## src/rtl/instr_fetch.sv

```systemverilog
// Instruction fetch stage: holds the PC and assembles a 32-bit little-endian instruction
// from a byte-wide synchronous ROM, then offers it downstream with a valid/ready handshake.
module instr_fetch #(
  parameter int ADDR_WIDTH = 32,
  parameter logic [ADDR_WIDTH-1:0] RESET_PC = '0
) (
  input  logic                  clk,
  input  logic                  rst,
  output logic [ADDR_WIDTH-1:0] mem_addr,
  output logic                  mem_rd_en,
  input  logic [7:0]            mem_rdata,
  output logic [ADDR_WIDTH-1:0] pc,
  output logic [31:0]           instr,
  output logic [6:0]            op,
  output logic [2:0]            funct3,
  output logic                  funct7_5,
  output logic                  instr_valid,
  input  logic                  instr_ready,
  input  logic                  PCSrc,
  input  logic [31:0]           ImmExt
);

  typedef enum logic [1:0] {IDLE, REQ, CAP, VALID} state_t;

  state_t                  state_reg, state_next;
  logic [1:0]              cnt_reg;
  logic [ADDR_WIDTH-1:0]   pc_reg;
  logic [ADDR_WIDTH-1:0]   pc_next;
  logic [31:0]             instr_reg;
  logic                    accept;

  assign accept = (state_reg == VALID) && instr_ready;

  // State register
  always_ff @(posedge clk or posedge rst) begin
    if (rst) state_reg <= IDLE;
    else     state_reg <= state_next;
  end

  // Next-state logic
  always_comb begin
    state_next = state_reg;
    case (state_reg)
      IDLE:    state_next = REQ;
      REQ:     state_next = CAP;
      CAP:     state_next = (cnt_reg == 2'd3) ? VALID : REQ;
      VALID:   state_next = instr_ready ? REQ : VALID;
      default: state_next = IDLE;
    endcase
  end

  // Output logic
  always_comb begin
    mem_rd_en   = 1'b0;
    mem_addr    = pc_reg;
    instr_valid = 1'b0;
    case (state_reg)
      REQ: begin
        mem_rd_en = 1'b1;
        mem_addr  = pc_reg + ADDR_WIDTH'(cnt_reg);
      end
      VALID:   instr_valid = 1'b1;
      default: ;
    endcase
  end

  // Branch target or sequential PC, always word aligned
  always_comb begin
    pc_next = PCSrc ? (pc_reg + ImmExt[ADDR_WIDTH-1:0]) : (pc_reg + ADDR_WIDTH'(4));
    pc_next = pc_next & ~ADDR_WIDTH'(3);
  end

  always_ff @(posedge clk or posedge rst) begin
    if (rst) begin
      cnt_reg <= 2'd0;
      pc_reg  <= RESET_PC;
    end else begin
      if (state_reg == CAP) cnt_reg <= cnt_reg + 2'd1;
      if (accept)           pc_reg  <= pc_next;
    end
  end

  // One capture register per instruction byte, enabled by the byte index
  generate
    for (genvar gi = 0; gi < 4; gi++) begin : g_byte
      always_ff @(posedge clk or posedge rst) begin
        if (rst)
          instr_reg[8*gi +: 8] <= 8'h00;
        else if ((state_reg == CAP) && (cnt_reg == 2'(gi)))
          instr_reg[8*gi +: 8] <= mem_rdata;
      end
    end
  endgenerate

  assign pc       = pc_reg;
  assign instr    = instr_reg;
  assign op       = instr_reg[6:0];
  assign funct3   = instr_reg[14:12];
  assign funct7_5 = instr_reg[30];

endmodule

```

## config.mk

```make
export PLATFORM = sky130hd
export DESIGN_NAME = instr_fetch
export DESIGN_NICKNAME = d
export VERILOG_FILES = /design/src/rtl/instr_fetch.sv
export SDC_FILE = /design/constraint.sdc
export NUM_CORES = 1
export LEC_CHECK = 0
export CAP_MARGIN = 20
export CORE_UTILIZATION = 50
export CTS_CLUSTER_SIZE = 8
export DETAILED_ROUTE_END_ITERATION = 10
export GPL_TIMING_DRIVEN = 0
export PLACE_DENSITY = 0.95
export SETUP_SLACK_MARGIN = 0.15
export SLEW_MARGIN = 20
export SYNTH_ARGS = -nofsm -noshare
export SYNTH_HDL_FRONTEND = slang
export SYNTH_SLANG_ARGS = --single-unit
```

## constraint.sdc

```tcl
create_clock -name clk -period 7.01 [get_ports clk]
set_input_delay 0.701 -clock clk [delete_from_list [all_inputs] [get_ports clk]]
set_output_delay 0.701 -clock clk [all_outputs]
set_load 0.03 [all_outputs]
```

==> metrics.md, run 1 <==
| Metric | Value |
|---|---|
| Post-DP HPWL | 9.389 mm |
| Sink Count | 66 |
| Worst r2r path cells | 11 |
| PostCTS Resize Cnt | 0 |
| Worst slack, placed | 2619 ps |
| HP Start | pc[31] |
| Routability cong. | 0.9425 |
| Clock Power Share | a little over a tenth |
| Worst Skew | 16.84 ps |
| 1st-iter DRT viols | roughly 170 |
| Overall routed net length | 12.25 mm |
| Most frequent cells in the layout | clkdlybuf4s50_1, dfrtp_1, nand2_1 |
| Worst setup SP type | input pin |
| CP endpoint kind | flop |
| Post-synth top flop | dfrtp_1 |
| # setup viols final | 0 |
| Max-cap viol count | 0 |
| Final cycle utilization of the critical path | 58.68% |
| Crit Reg-Reg Startpoint | pc[2] |
| Share of cells above drive strength 1 | around 15% |
| Critical Path AT | 4330 ps |
| Post-Synthesis Cell Area | 0.004501 mm² |
| Area Overhead vs Synth | 41.51% |
| Req. time, crit path | 7230 ps |
| Final-report hold violation count | 0 |
| Clock transition at path regs | 90 ps |
| Crit path max fanout | 10 |
| Tmin final | 4113 ps |
| Syn_area_per_cell | 9.435 µm² |
| Port bufs | 148 |
| Final worst slack | 2897 ps |
| Die width | ~97 µm |
| Mapped Cells | 477 |
| P per Cell Area | 513.8 mW/mm² |
| Total placed cells including tap cells | 735 |
| Finished Layout Cells | 751 |
| Hold Path Class | reg2reg |
| Finished Cell Area | 0.006369 mm² |
| Largest net degree at the start of global routing | 51 |
| TritonCTS Buffers | 9 |
| Hold Path Cell Cnt | 1 |
| Final Slew Violations | 0 |
| Die Y | 96.88 µm |
| Number of antenna violations at the first check in global routing | 0 |
| Clk Tree Root Cell | clkbuf_8 |
| Pint | around 0.0017 W |
| R2R Path End | pc[30] |
| Layout fillers | between 600 and 700 |
| # DRC | 0 |
| IO Pins | 153 |
| Area of the core | approximately 0.0087 mm² |
| Net Sw Frac | between 40% and 50% |
| Placed cell areas | 0.006151 mm² |
| Unique masters post-synth | around 50 |
| H-tree levels | 3 |
| Min-Delay Endpoint | pc[31] |
| Via count | 4165 |
| Max reg flops | 30 |
| CTS Buffer Depth | 2 |
| DR pass1 iterations | 4 |
| Psw | around 0.0015 W |
| Reg power frac | 22.6% |
| Global-route wire length before repair | 20.11 mm |
| GRT Total Usage | 26.28% |
| Vias in the first global route | 4271 |
| Remaining Overflow, GRT | 0 |
| Peak supply drop | around 0.36 mV |
| Slew margin rel. | between 50% and 60% |
| R2r setup slk | around 4000 ps |
| Die area | 0.009385 mm² |
| Antenna viol nets, final | 0 |
| CTS tree | yes |
| Hold-fix buffers at CTS | 0 |
| Ant diodes | 0 |
| Post-synthesis sequential area ratio | between 30% and 40% |
| Lkg Pwr | approximately 2.9 nW |
| Nets | 716 |
| Setup Buffers After CTS | 0 |
| Core Rows | 34 |
| Logic pwr share | 66.4% |
| Slew @ Worst Pin | 665.9 ps |
| Average wire per cell in the routed design | 16.31 µm |
| Via density | ~5.5 |
| Initial Util | roughly 52% |
| Total Power | 0.003272 W |
| Status | finished clean |
| Asr flop ratio synth | 100.0% |
| Number of synthesized register bits | 66 |
| Latest clock arrival within the worst-skew pair | around 350 ps |
| RSZ-0062 raised after global routing | no |
| Leading cell type in the layout, fill and taps excluded | clkdlybuf4s50_1 |
| Yosys warns | 0 |
| Number of synthesized flops with an enable pin | 0 |
| Crit Path Class | in2reg |
| TNS Setup | 0 ps |
| Max Clock Freq | 243.1 MHz |
[metal layers]
metal	vias to the layer above	GRT usage, %	share of wire, %
li1	1958	-	-
met2	167	46.80	51
met4	0	9.185	2.0
met1	2008	29.77	39
met5	-	0	0
met3	32	7.731	7.8
[cell families after synthesis]
logic type                 synth area share [%]
other                                   0.08332
DFF                                       36.70
xor gates and xnor gates                  4.476
muxes                                     8.674
AOI/OAI and AO/OA                         15.46
buffers and inverters                     9.508
adders and majority gates                 9.619
and+or+nand+nor                           15.49
[cells in the mapped netlist (2+ instances only)]
cell type,number,area share (%)
a211oi_1,3,0.50
o31ai_1,3,0.50
xnor2_1,11,2.1
buf_4,43,7.2
o31a_1,2,0.39
o311ai_0,2,0.39
ha_1,33,9.2
nand2b_1,4,0.56
clkbuf_1,13,1.1
nand4_1,6,0.83
and2_1,28,3.9
o211a_1,2,0.44
o21bai_1,2,0.33
or2_2,2,0.28
nor2b_1,5,0.70
o21ai_0,37,4.1
and3_1,9,1.3
mux2i_1,3,0.67
nor2_1,14,1.2
nor3_1,5,0.56
nor3b_1,3,0.50
nand3_1,8,0.89
nand2_1,46,3.8
dfrtp_1,66,37
mux2_2,32,8.0
a21oi_1,31,3.4
o21a_1,4,0.67
xor2_1,12,2.3
and4_1,2,0.39
inv_1,14,1.2
a21o_1,13,2.2
or3_1,2,0.28
[worst max-delay path, cell delays in order]
cell and delay (ps):
clkdlybuf4s50_1 530, clkbuf_1 440, and2_1 220, ha_1 280
and4_1 250, a221o_1 320, a311oi_1 590, o31a_1 320
o211ai_1 170, o21ai_0 240, xor2_1 170, o21ai_0 80
[power groups by stage]
stage	combinational (W)	clock (W)	sequential (W)
2_1_floorplan	0.00104	0	0.00105
3_3_place_gp	0.00210	0	0.000721
3_5_place_dp	0.00216	0	0.000742
4_1_cts	0.00218	0.000363	0.000738
5_1_grt	0.00231	0.000378	0.000764
6_report	0.00217	0.000359	0.000739
[how the worst max path moves through the flow]
stage               slack, ps  startpoint  depth (start not counted)  endpoint
global route             2690       PCSrc                         12    pc[29]
detailed placement       2620       PCSrc                         12    pc[29]
CTS                      2950       PCSrc                         12    pc[29]
floorplan                3750       PCSrc                         13    pc[30]
global placement         2610       PCSrc                         14    pc[26]
finish                   2900       PCSrc                         12    pc[29]
[through the flow]
step / hold WS [ps] / utilization, %
after floorplan: 504.7 / -
after global routing: 537.4 / 73.03
after CTS: 511.8 / 73.03
final: 503.4 / 73.03
after global placement: 487.0 / 70.19
after detailed placement: 495.1 / 70.53
[area by class of cell]
class                   count  area [µm²]  share of cell area, %
clock inverters             7       93.84                  1.473
multi-input cells         341        2425                  38.07
repair buffers            149        1509                  23.69
flip-flops and latches     66        1652                  25.93
clock buffers               9       123.9                  1.945
plain buffers              57       375.4                  5.894
well taps                 108       135.1                  2.122
inverters                  14       55.05                 0.8644
Power figures use the tool's default switching activity.
==> run 2: changes to the inputs <==
- CORE_UTILIZATION: 50 -> 47
- PLACE_DENSITY: 0.95 -> 0.92
- clock period: 7.01 -> 4 ns (I/O delays scaled with it)
==> run 2 against run 1 <==
  * Worst setup slack lost 2400 ps
  * Clock-buffer cell count grew 2
  * Die area grew 6.2%
  * Hold slack got worse by 83 ps
  * Global-route usage is 1.9 points lower
  * Cell count is 2.8% higher
  * Design area up 0.33%
  * Flip-flop and latch count unchanged
  * Critical endpoint is now pc[31]
  * Critical path depth rose by 2
==> metrics.md, run 2 (synthesis results as in run 1) <==
| Metric | Value |
|---|---|
| Status | finished clean (unchanged) |
| CTS tree | yes (unchanged) |
| Final-report hold violation count | 0 (unchanged) |
| # setup viols final | 0 (unchanged) |
| Number of antenna violations at the first check in global routing | 0 (unchanged) |
| Share of cells above drive strength 1 | 14.93% (unchanged) |
| CTS Buffer Depth | 2 (unchanged) |
| Ant diodes | 0 (unchanged) |
| TritonCTS Buffers | 9 (unchanged) |
| Die area | 0.009971 mm² (was 0.009385 mm²) |
| Crit Path Class | in2reg (unchanged) |
| Overall routed net length | 11.82 mm (was 12.25 mm) |
| Worst Skew | 10.58 ps (was 16.84 ps) |
| CP endpoint kind | flop (unchanged) |
| 1st-iter DRT viols | 161 (was 165) |
| Final Slew Violations | 0 (unchanged) |
| Total Power | 0.005721 W (was 0.003272 W) |
| Clock Power Share | 11.2% (was 11.0%) |
| Worst setup SP type | input pin (unchanged) |
| Core Rows | 35 (was 34) |
| IO Pins | 153 (unchanged) |
| Post-DP HPWL | 9.011 mm (was 9.389 mm) |
| Remaining Overflow, GRT | 0 (unchanged) |
| Global-route wire length before repair | 19.18 mm (was 20.11 mm) |
| Worst slack, placed | -50.99 ps (was 2619 ps) |
| Largest net degree at the start of global routing | 36 (was 51) |
| Final worst slack | 467.4 ps (was 2897 ps) |
| Max reg flops | 30 (unchanged) |
| Antenna viol nets, final | 0 (unchanged) |
| Via count | 4106 (was 4165) |
| Die width | 99.86 µm (was 96.88 µm) |
| Net Sw Frac | 46.38% (was 46.79%) |
| Area Overhead vs Synth | 41.98% (was 41.51%) |
| Logic pwr share | 66.2% (was 66.4%) |
| Latest clock arrival within the worst-skew pair | 350 ps (about the same) |
| DR pass1 iterations | 4 (unchanged) |
| Sink Count | 66 (unchanged) |
| # DRC | 0 (unchanged) |
| Hold Path Class | in2async (was reg2reg) |
| Smallest hold slack | 420.6 ps (was 503.4 ps) |
| Die Y | 99.86 µm (was 96.88 µm) |
| Critical Path AT | 3810 ps (was 4330 ps) |
| Crit path max fanout | 10 (unchanged) |
| R2r setup slk | 880 ps (was 3910 ps) |
| Nets | 716 (unchanged) |
| P per Cell Area | 895.3 mW/mm² (was 513.8 mW/mm²) |
| Req. time, crit path | 4280 ps (was 7230 ps) |
| Psw | 0.002653 W (was 0.001531 W) |
| Most frequent cells in the layout | clkdlybuf4s50_1, dfrtp_1, nand2_1 (unchanged) |
| Final Util | 69.15% (was 73.03%) |
| Reg power frac | 22.5% (was 22.6%) |
| Max-cap viol count | 0 (unchanged) |
| Leading cell type in the layout, fill and taps excluded | clkdlybuf4s50_1 (unchanged) |
| H-tree levels | 3 (unchanged) |
| Routability cong. | 0.9149 (was 0.9425) |
| Final cycle utilization of the critical path | roughly nine tenths |
| GRT Total Usage | 24.41% (was 26.28%) |
| Slew @ Worst Pin | 628.9 ps (was 665.9 ps) |
| Clk Tree Root Cell | clkbuf_8 (unchanged) |
| Tmin final | 3533 ps |
| Vias in the first global route | 4046 (was 4271) |
| RSZ-0062 raised after global routing | no (unchanged) |
| Initial Util | 48.71% (was 51.61%) |
| Lkg Pwr | 2.898 nW (was 2.894 nW) |
| Pint | 0.003067 W (was 0.001741 W) |
| Slew margin rel. | 57.79% (was 55.31%) |
| Average wire per cell in the routed design | 15.31 µm (was 16.31 µm) |
| Area of the core | 0.009240 mm² (was 0.008721 mm²) |
| Via density | 5.319 (was 5.546) |
| Peak supply drop | 0.5740 mV (was 0.3627 mV) |
| Port bufs | 148 (unchanged) |
| Max Clock Freq | 283.1 MHz |
| Clock transition at path regs | 80 ps (was 90 ps) |
| Setup Buffers After CTS | 0 (unchanged) |
| TNS Setup | 0 ps (unchanged) |
==> run 2: changes by cell type in the layout (fill, tap and decap cells not counted), sizes merged <==
| cell | before | now |
|---|---|---|
| clkinv | 3 | 2 |
| clkinvlp | 2 | 1 |
| clkbuf | 22 | 24 |
==> run 2: critical path, stage by stage <==
cell	delay [ps]
clkdlybuf4s50_1	510
clkbuf_2	240
clkbuf_1	340
and2_1	190
ha_1	220
clkbuf_1	190
a21o_1	200
a31oi_1	300
inv_1	80
nor3_1	170
a21oi_1	140
a221oi_1	380
mux2i_1	290
xnor2_1	150
==> run 2: area by class of cell <==
cell class                 instances  area [µm²]
timing repair buffer             149        1501
multi-input combinational        341        2425
fill                             666        2850
sequential                        66        1652
inverter                          14       55.05
tap                              129       161.4
clock buffer                      11       141.4
clock inverter                     5       77.57
buffer                            57       376.6
==> run 2: path summary, 6_finish.rpt <==
| path | to | start | cells after the start |
|---|---|---|---|
| worst max-delay path | pc[31] | PCSrc | 14 |
| worst min register to register | instr[22] | instr[22] | 1 |
| worst min-delay path | instr[6] | rst | 2 |
| worst max register to register | pc[26] | pc[2] | 11 |
| min in group clk | instr[22] | instr[22] | 1 |
| max in group asynchronous | pc[8] | rst | 3 |
==> run 2: metal layers <==
metal | routed length [µm] | track usage, %
met1 | 4869 | 28.68
met4 | 234 | 10.29
met3 | 1071 | 6.685
met2 | 5642 | 42.02
met5 | 0 | 0
==> run 2: repair_timing <==
item | 4_1_cts | 5_1_grt
setup endpoints to repair | 0 | 4
hold buffers | 0 | 0
gates resized for setup | 0 | 2
==> run 2: stage by stage <==
stage               instances  instance area, µm²
floorplan                 478                4504
global placement          755                6147
detailed placement        756                6170
CTS                       772                6389
global route              772                6390
finish                    772                6390
==> run 2: power by group through the flow <==
| stage | sequential, W | combinational (W) | clock (W) |
|---|---|---|---|
| CTS | 0.00129 | 0.00380 | 0.000649 |
| floorplan | 0.00185 | 0.00183 | 0 |
| global route | 0.00134 | 0.00404 | 0.000686 |
| detailed placement | 0.00130 | 0.00378 | 0 |
| finish | 0.00129 | 0.00379 | 0.000644 |
| global placement | 0.00126 | 0.00368 | 0 |
